**config.mk**
```make
export PLATFORM = sky130hd
export DESIGN_NAME = psum_accum_flat
export DESIGN_NICKNAME = d
export VERILOG_FILES = /design/src/rtl/psum_accum_pkg.sv /design/src/rtl/psum_accum_if.sv /design/src/rtl/psum_accum_spad.sv /design/src/rtl/psum_accum.sv /design/src/flat_wrapper.sv
export SDC_FILE = /design/constraint.sdc
export NUM_CORES = 1
export LEC_CHECK = 0
export CAP_MARGIN = 20
export CORE_MARGIN = 1
export CORE_UTILIZATION = 50
export CTS_CLUSTER_DIAMETER = 200
export DETAILED_ROUTE_END_ITERATION = 12
export PLACE_DENSITY = 0.67
export SYNTH_ARGS = -nofsm -noshare
export SYNTH_HDL_FRONTEND = slang
export SYNTH_SLANG_ARGS = --single-unit
export TNS_END_PERCENT = 50
```
**constraint.sdc**
```tcl
create_clock -name i_clk -period 4.9 [get_ports i_clk]
set_clock_uncertainty 0.05 [all_clocks]
set_input_delay 0.98 -clock i_clk [delete_from_list [all_inputs] [get_ports i_clk]]
set_output_delay 0.98 -clock i_clk [all_outputs]
set_load 0.05 [all_outputs]
```
**src/rtl/psum_accum_pkg.sv**
```systemverilog
// rtl/psum_accum_pkg.sv - PECfg package: psum accumulator defaults, address type and FSM state enum
package PECfg;

  localparam int PROD_WD_DEF  = 8;
  localparam int PSUM_WD_DEF  = 16;
  localparam int PP_DEPTH_DEF = 16;
  localparam int PP_AWD_DEF   = $clog2(PP_DEPTH_DEF);

  typedef logic [PP_AWD_DEF-1:0] PsumAddr;

  typedef enum logic [1:0] {
    ST_IDLE  = 2'd0,
    ST_ACC   = 2'd1,
    ST_DRAIN = 2'd2,
    ST_DONE  = 2'd3
  } PsumState;

endpackage

```
**src/rtl/psum_accum_if.sv**
```systemverilog
// rtl/psum_accum_if.sv - accumulate-beat, drain-request and psum-stream signal bundle
interface psum_accum_if
  import PECfg::*;
#(
  parameter int PROD_WD = PROD_WD_DEF,
  parameter int PSUM_WD = PSUM_WD_DEF,
  parameter int AWD     = PP_AWD_DEF
);
  logic               i_acc_valid;
  logic [PROD_WD-1:0] i_acc_prod;
  logic [AWD-1:0]     i_acc_addr;
  logic               i_acc_fstpix;
  logic               i_acc_sht;
  logic               o_acc_busy;
  logic               i_drain;
  logic [AWD:0]       i_drain_num;
  logic               o_psum_valid;
  logic               i_psum_busy;
  logic [PSUM_WD-1:0] o_psum;
  logic               o_done;

  // upstream / consumer side
  modport master (
    output i_acc_valid, i_acc_prod, i_acc_addr, i_acc_fstpix, i_acc_sht,
    output i_drain, i_drain_num, i_psum_busy,
    input  o_acc_busy, o_psum_valid, o_psum, o_done
  );

  // accumulator side
  modport slave (
    input  i_acc_valid, i_acc_prod, i_acc_addr, i_acc_fstpix, i_acc_sht,
    input  i_drain, i_drain_num, i_psum_busy,
    output o_acc_busy, o_psum_valid, o_psum, o_done
  );
endinterface

```
**src/rtl/psum_accum_spad.sv**
```systemverilog
// rtl/psum_accum_spad.sv - psum_spad: 1R1W psum register file, combinational read, synchronous write, no reset
module psum_spad
  import PECfg::*;
#(
  parameter int WD    = PSUM_WD_DEF,
  parameter int DEPTH = PP_DEPTH_DEF,
  parameter int AWD   = $clog2(DEPTH)
) (
  input  logic           clk,
  input  logic [AWD-1:0] rd_addr,
  output logic [WD-1:0]  rd_data,
  input  logic           we,
  input  logic [AWD-1:0] wr_addr,
  input  logic [WD-1:0]  wr_data
);

  logic [WD-1:0] mem [DEPTH];

  assign rd_data = mem[rd_addr];

  // contents are only meaningful once written with a first-pixel beat
  always_ff @(posedge clk) begin
    if (we) mem[wr_addr] <= wr_data;
  end

endmodule

```
**src/rtl/psum_accum.sv**
```systemverilog
// rtl/psum_accum.sv - partial-sum accumulator with RMW scratchpad and drain stream; PSUM_SAT_EN selects saturating arithmetic
module psum_accum
  import PECfg::*;
#(
  parameter int PROD_WD  = PROD_WD_DEF,
  parameter int PSUM_WD  = PSUM_WD_DEF,
  parameter int PP_DEPTH = PP_DEPTH_DEF
) (
  input  logic         i_clk,
  input  logic         i_rstn,
  psum_accum_if.slave  bus
);

  localparam int AWD = $clog2(PP_DEPTH);

  PsumState           state, state_nxt;
  logic               drain_pend, drain_pend_nxt;
  logic               drain_take;
  logic               drain_fin;
  logic [AWD:0]       drain_num;
  logic [AWD:0]       rd_cnt;
  logic               wr_pend;
  logic [AWD-1:0]     wr_addr;
  logic [PSUM_WD-1:0] wr_data;
  logic [AWD-1:0]     rd_addr;
  logic [PSUM_WD-1:0] spad_rd;
  logic [PSUM_WD-1:0] old_val;
  logic [PSUM_WD-1:0] new_val;
  logic [PSUM_WD-1:0] psum_q;
  logic               psum_valid_q;
  logic               acc_busy;
  logic               accept;

  assign acc_busy = (state == ST_DRAIN) || (state == ST_DONE) || drain_pend;
  assign accept   = bus.i_acc_valid && !acc_busy;

  assign bus.o_acc_busy   = acc_busy;
  assign bus.o_psum_valid = psum_valid_q;
  assign bus.o_psum       = psum_q;
  assign bus.o_done       = (state == ST_DONE);

  // single read port: drain walks the counter, otherwise the beat address
  assign rd_addr = (state == ST_DRAIN) ? rd_cnt[AWD-1:0] : bus.i_acc_addr;
  assign old_val = (wr_pend && (wr_addr == rd_addr)) ? wr_data : spad_rd;

  psum_spad #(
    .WD    (PSUM_WD),
    .DEPTH (PP_DEPTH),
    .AWD   (AWD)
  ) u_spad (
    .clk     (i_clk),
    .rd_addr (rd_addr),
    .rd_data (spad_rd),
    .we      (wr_pend),
    .wr_addr (wr_addr),
    .wr_data (wr_data)
  );

`ifdef PSUM_SAT_EN
  localparam logic signed [PSUM_WD+1:0] MAX_W = {3'b000, {(PSUM_WD-1){1'b1}}};
  localparam logic signed [PSUM_WD+1:0] MIN_W = {3'b111, {(PSUM_WD-1){1'b0}}};

  function automatic logic [PSUM_WD-1:0] sat(input logic signed [PSUM_WD+1:0] v);
    if (v > MAX_W)      sat = MAX_W[PSUM_WD-1:0];
    else if (v < MIN_W) sat = MIN_W[PSUM_WD-1:0];
    else                sat = v[PSUM_WD-1:0];
  endfunction

  logic signed [PSUM_WD+1:0] shl_w, base_w, prod_w, sum_w;
  logic [PSUM_WD-1:0]        base;

  // shift and add each clamp to the signed psum range
  always_comb begin
    shl_w  = {old_val[PSUM_WD-1], old_val, 1'b0};
    base   = bus.i_acc_fstpix ? '0 : (bus.i_acc_sht ? sat(shl_w) : old_val);
    base_w = {{2{base[PSUM_WD-1]}}, base};
    prod_w = {{(PSUM_WD+2-PROD_WD){bus.i_acc_prod[PROD_WD-1]}}, bus.i_acc_prod};
    sum_w  = base_w + prod_w;
    new_val = sat(sum_w);
  end
`else
  logic [PSUM_WD-1:0] base, prod_x;

  // two's-complement wrap on both shift and add
  always_comb begin
    prod_x  = {{(PSUM_WD-PROD_WD){bus.i_acc_prod[PROD_WD-1]}}, bus.i_acc_prod};
    base    = bus.i_acc_fstpix ? '0 :
              (bus.i_acc_sht ? {old_val[PSUM_WD-2:0], 1'b0} : old_val);
    new_val = base + prod_x;
  end
`endif

  // pending write register: the accepted beat's result lands in the pad one cycle later
  always_ff @(posedge i_clk or negedge i_rstn) begin
    if (!i_rstn) begin
      wr_pend <= 1'b0;
      wr_addr <= '0;
      wr_data <= '0;
    end else begin
      wr_pend <= accept;
      if (accept) begin
        wr_addr <= bus.i_acc_addr;
        wr_data <= new_val;
      end
    end
  end

  // FSM state register
  always_ff @(posedge i_clk or negedge i_rstn) begin
    if (!i_rstn) begin
      state      <= ST_IDLE;
      drain_pend <= 1'b0;
    end else begin
      state      <= state_nxt;
      drain_pend <= drain_pend_nxt;
    end
  end

  // drain is finished once every entry was loaded and the last one has left
  assign drain_fin = (rd_cnt == drain_num) && (!psum_valid_q || !bus.i_psum_busy);

  // next-state: a drain that collides with an accepted beat waits one cycle for its write
  always_comb begin
    state_nxt      = state;
    drain_pend_nxt = drain_pend;
    drain_take     = 1'b0;
    case (state)
      ST_IDLE, ST_ACC: begin
        if (drain_pend) begin
          state_nxt      = ST_DRAIN;
          drain_pend_nxt = 1'b0;
        end else if (bus.i_drain) begin
          drain_take = 1'b1;
          if (accept) begin
            drain_pend_nxt = 1'b1;
            state_nxt      = ST_ACC;
          end else begin
            state_nxt = ST_DRAIN;
          end
        end else if (accept) begin
          state_nxt = ST_ACC;
        end else if ((state == ST_ACC) && !wr_pend) begin
          state_nxt = ST_IDLE;
        end
      end
      ST_DRAIN: if (drain_fin) state_nxt = ST_DONE;
      ST_DONE:  state_nxt = ST_IDLE;
      default:  state_nxt = ST_IDLE;
    endcase
  end

  // drain datapath: registered output, advances only when the slot is free or taken
  always_ff @(posedge i_clk or negedge i_rstn) begin
    if (!i_rstn) begin
      drain_num    <= '0;
      rd_cnt       <= '0;
      psum_q       <= '0;
      psum_valid_q <= 1'b0;
    end else if (state == ST_DRAIN) begin
      if (!psum_valid_q || !bus.i_psum_busy) begin
        if (rd_cnt < drain_num) begin
          psum_q       <= old_val;
          psum_valid_q <= 1'b1;
          rd_cnt       <= rd_cnt + 1'b1;
        end else begin
          psum_valid_q <= 1'b0;
        end
      end
    end else begin
      rd_cnt       <= '0;
      psum_valid_q <= 1'b0;
      if (drain_take) drain_num <= bus.i_drain_num;
    end
  end

endmodule
```
**src/flat_wrapper.sv**
```systemverilog
// flat-port wrapper written by rule: the top's interface ports become plain ports
module psum_accum_flat import PECfg::*;
#(
  parameter int PROD_WD  = PROD_WD_DEF,
  parameter int PSUM_WD  = PSUM_WD_DEF,
  parameter int PP_DEPTH = PP_DEPTH_DEF
)
  (i_clk, i_rstn, bus_i_acc_valid, bus_i_acc_prod, bus_i_acc_addr, bus_i_acc_fstpix, bus_i_acc_sht, bus_i_drain, bus_i_drain_num, bus_i_psum_busy, bus_o_acc_busy, bus_o_psum_valid, bus_o_psum, bus_o_done);
  psum_accum_if #(.PROD_WD(PROD_WD), .PSUM_WD(PSUM_WD)) bus_i ();
  input  logic i_clk;
  input  logic i_rstn;
  input wire logic [$bits(bus_i.i_acc_valid)-1:0] bus_i_acc_valid;
  input wire logic [$bits(bus_i.i_acc_prod)-1:0] bus_i_acc_prod;
  input wire logic [$bits(bus_i.i_acc_addr)-1:0] bus_i_acc_addr;
  input wire logic [$bits(bus_i.i_acc_fstpix)-1:0] bus_i_acc_fstpix;
  input wire logic [$bits(bus_i.i_acc_sht)-1:0] bus_i_acc_sht;
  input wire logic [$bits(bus_i.i_drain)-1:0] bus_i_drain;
  input wire logic [$bits(bus_i.i_drain_num)-1:0] bus_i_drain_num;
  input wire logic [$bits(bus_i.i_psum_busy)-1:0] bus_i_psum_busy;
  output wire logic [$bits(bus_i.o_acc_busy)-1:0] bus_o_acc_busy;
  output wire logic [$bits(bus_i.o_psum_valid)-1:0] bus_o_psum_valid;
  output wire logic [$bits(bus_i.o_psum)-1:0] bus_o_psum;
  output wire logic [$bits(bus_i.o_done)-1:0] bus_o_done;
  assign bus_i.i_acc_valid = bus_i_acc_valid;
  assign bus_i.i_acc_prod = bus_i_acc_prod;
  assign bus_i.i_acc_addr = bus_i_acc_addr;
  assign bus_i.i_acc_fstpix = bus_i_acc_fstpix;
  assign bus_i.i_acc_sht = bus_i_acc_sht;
  assign bus_i.i_drain = bus_i_drain;
  assign bus_i.i_drain_num = bus_i_drain_num;
  assign bus_i.i_psum_busy = bus_i_psum_busy;
  assign bus_o_acc_busy = bus_i.o_acc_busy;
  assign bus_o_psum_valid = bus_i.o_psum_valid;
  assign bus_o_psum = bus_i.o_psum;
  assign bus_o_done = bus_i.o_done;
  psum_accum #(.PROD_WD(PROD_WD), .PSUM_WD(PSUM_WD), .PP_DEPTH(PP_DEPTH)) u_core (.i_clk(i_clk), .i_rstn(i_rstn), .bus(bus_i));
endmodule
```
==> metrics.md <==
| Metric | Value |
|---|---|
| Result of the run | finished clean |
| Via count of the first global-routing pass | 9,507 |
| Path depth of the worst reg2reg path | 23 |
| Number of port buffers | 42 |
| Warnings, synthesis | 0 |
| Startpoint Class | input pin |
| Average detailed-routed wire length per instance | 20.9 um |
| Area of the placeable core | 26,400 um^2 |
| Area of the multi-input gates | 4430 um^2 |
| Async S/R FF share, synth | 16.6% |
| Maximum count of clock buffers along a single path | 3 |
| Critical-path cell with the highest stage delay | clkdlybuf4s50_1 |
| CTS Sinks | 307 |
| Worst-case headroom to the max-slew limit | 36.3% |
| Number of synthesized register bits | 307 |
| Category of the most critical setup path | input pin to flop |
| Critical path buffers and inverters | 1 |
| Post-route fraction of the period consumed by the critical path | 94.3% |
| Maximum clock rate | 217 MHz |
| GP Congestion | 0.830 |
| Largest net degree at the start of global routing | 47 |
| Maximum fanout along the worst path | 4 |
| Total power density per cell area | 784 nW/um^2 |
| Routed Wire Length | 35,200 um |
| R2R Path End | u_core.wr_data[15] |
| Source-to-sink clock delay at the later pin of the worst-skew pair | 0.51 ns |
| Wire length of the first global-routing pass | 54,100 um |
| Number of primary I/O pins | 43 |
| Buffer cell driving the clock tree root | clkbuf_16 |
| Area share of the leading cell type in the synthesized netlist | 56.6% |
| Post-layout nets | 1,369 |
| CP endpoint kind | flop |
| Actual slew at the worst max-slew pin | 0.951 ns |
| Final instance area | 16,500 um^2 |
| Cells along the critical path | clkdlybuf4s50_1 > mux2_4 > xnor2_2 > nor4b_4 > and2_1 > a31oi_1 > nor2b_1 > a211o_1 > fa_2 > nor2b_1 > o21ai_1 > a21bo_2 > a21o_1 > a21boi_2 > o311ai_4 > a2111oi_4 > o21ai_1 > a31o_2 |
| Worst reg2reg setup slack | 0.34 ns |
| Distinct cell type count of the synthesized netlist | 62 |
| HPWL after detailed placement | 22,100 um |
| Die width | 167 um |
| Count of flip-flops with a built-in enable after synthesis | 256 |
| Final Hold Fails | 0 |
| Syn Std Cell Area | 13,600 um^2 |
| 1st-pass router iterations | 5 |
| Number of buffers created by CTS | 34 |
| FILL cells | 2,025 |
| Post-placement cell area | 15,300 um^2 |
| Prevailing post-synth register cell | edfxtp_1 |
| Launching point of the worst reg2reg path | u_core.state[0] |
| Post-Synthesis Cells | 1,182 |
| Overall via count from detail_route | 9,838 |
| Most common cell after layout, fill and taps aside | nand2_1 |
| Syn nets | 1,228 |
| Highest-count cells in the layout ignoring fill and taps | 285 x nand2_1, 256 x edfxtp_1, 206 x nand3_1 |
| Initial cell density of the core | 51.6% |
| Congestion Overflow GR | 0 |
| Post-route ant nets | 0 |
| Critical Path RT | 5.24 ns |
| Top cells by area in the synthesized netlist | edfxtp_1 57%, dfrtp_1 9.4%, nand2_1 7.9%, nand3_1 7.6%, ha_1 1.9% |
| Delay contributed by the slowest stage of the critical path | 0.42 ns |
| Average size of a mapped cell | 11.5 um^2 |
| Vertical die dimension | 167 um |
| Layout area overhead | 21.3% |
| Family with the most delay on the worst path | compound AO/OA/AOI/OAI gates |
| Clock transition at the registers of the reported paths | 0.06 ns |
| GRT Overall Usage | 25.5% |
| Data arrival, critical path | 4.96 ns |
| Antenna violations before repair | 0 |
| Count of pins over their slew limit | 0 |
| Worst min-delay path category | input pin to async pin |
| Footprint of the flip-flops and latches | 8960 um^2 |
| Initial DRC count | 1,046 |
| Worst ir drop on vdd | 0.379 mV |
| DR vias/cell | 5.85 |
| Remaining DRCs | 0 |
| Hold buffer count at CTS | 0 |
| Max H-tree Level | 2 |
| Max-cap viol count | 0 |
| Final setup violating endpoints | 0 |
| Clock tree from TritonCTS | built |
| Fraction of layout cells with a size suffix above 1 | 17.5% |
| Seq/Total Area, Yosys | 66.0% |
| Full die area | 27,800 um^2 |
| Standby leakage power | 6.34 nW |
| Fin crit period | 4.62 ns |
| Core Rows | 59 |
| Total negative slack for setup checks | 0 ns |
| Dominant cell type by area after synthesis | edfxtp_1 |
| # diodes | 0 |
[sequential cells by signal, summed over array words and instances (netlist names), 2 cells and up]
signal             flops
u_core.u_spad.mem    256
u_core.wr_data        16
u_core.drain_num       5
u_core.bus.o_psum     16
u_core.state           2
u_core.wr_addr         4
u_core.rd_cnt          5
[final cells by class]
type | count | share of cell area [%]
Multi-Input combinational cell | 788 | 26.9
Timing Repair Buffer | 171 | 9.43
Clock buffer | 45 | 5.54
Sequential cell | 307 | 54.4
Tap cell | 335 | 2.54
Clock inverter | 16 | 0.766
Inverter | 21 | 0.478
[worst register-to-register path: stages (launching register included)]
cell and delay (ns):
dfrtp_1 0.37, buf_4 0.16, nor3b_1 0.32, buf_4 0.19, a21oi_4 0.04, buf_12 0.16
buf_4 0.15, buf_4 0.23, buf_4 0.22, nand2_1 0.08, nand3_1 0.07, nand3_1 0.13
nand3_1 0.13, a31oi_1 0.44, mux2_2 0.25, nor2_1 0.04, ha_1 0.31, o21ai_0 0.11
o31ai_2 0.11, o21ai_1 0.17, nand2b_1 0.08, a21oi_1 0.16, xnor3_1 0.24, mux2_2 0.27
[synth_stat cells, drive strengths merged (2+ instances only)]
master,instances
o22ai,6
o21ai,47
xnor2,7
nor3b,4
edfxtp,256
xor2,8
a21o,3
mux2i,15
o31ai,3
mux2,19
nor2,42
and3,2
nand3,206
nand3b,2
or3,3
nor3,17
a31o,2
o21a,4
inv,21
nand2,287
nor2b,5
dfrtp,51
clkbuf,33
o311ai,2
a21oi,12
nand2b,7
a31oi,18
buf,33
and2,14
nand4,4
a211oi,9
ha,21
[per-layer routing]
layer / share of wire, % / vias up / track usage, %
met5: 0 / - / 0
met4: 3.0 / 0 / 8.49
met3: 7.2 / 83 / 3.73
met2: 48 / 391 / 41.6
met1: 41 / 4834 / 35.2
li1: - / 4530 / -
[stage by stage]
stage                     total power, mW  util, %  instances  setup slack (ns)  hold WS, ns
after floorplan                      7.63        -       1182           0.00141        0.404
after global placement               10.2     58.0       1616            -0.448        0.419
after detailed placement             10.3     58.0       1617            -0.496        0.423
after CTS                            12.7     62.0       1678            0.0360        0.366
after global routing                 13.7     62.6       1683           -0.0450        0.397
final                                12.9     62.6       1683             0.281        0.373
[power by group]
group,total (mW),switching [mW],internal (mW),leakage (nW)
clock network,2.41,0.992,1.42,0.506
logic,6.68,3.84,2.84,2.88
registers,3.84,0.446,3.39,2.95
[timing repair]
item | in CTS | in global routing
pin swaps | 1 | 8
gates resized for setup | 0 | 25
gates cloned | 0 | 2
setup buffers | 0 | 3
endpoints found under the setup margin | 1 | 5
[worst max path at each step]
stage	to	cells after the start	from	slack [ns]
5_1_grt	u_core.wr_data[14]	19	bus_i_acc_addr[3]	-0.04
6_report	u_core.wr_data[14]	18	bus_i_acc_addr[3]	0.28
2_1_floorplan	u_core.wr_data[14]	24	bus_i_acc_addr[0]	0.001
3_5_place_dp	u_core.wr_data[14]	20	bus_i_acc_addr[0]	-0.50
4_1_cts	u_core.wr_data[14]	20	bus_i_acc_addr[0]	0.04
3_3_place_gp	u_core.wr_data[14]	20	bus_i_acc_addr[0]	-0.45
[cells by family (layout without fill, tap and decap cells)]
family / count (synthesis) / after routing / synth area share [%]
compound gates: 116 / 116 / 5.34
xor+xnor: 16 / 16 / 1.19
fa+ha+maj: 22 / 22 / 2.08
buf+inv: 87 / 253 / 2.71
flops: 307 / 307 / 66.0
mux: 34 / 34 / 2.89
simple gates: 600 / 600 / 19.8
No activity file was read; power rests on OpenSTA's default activity.
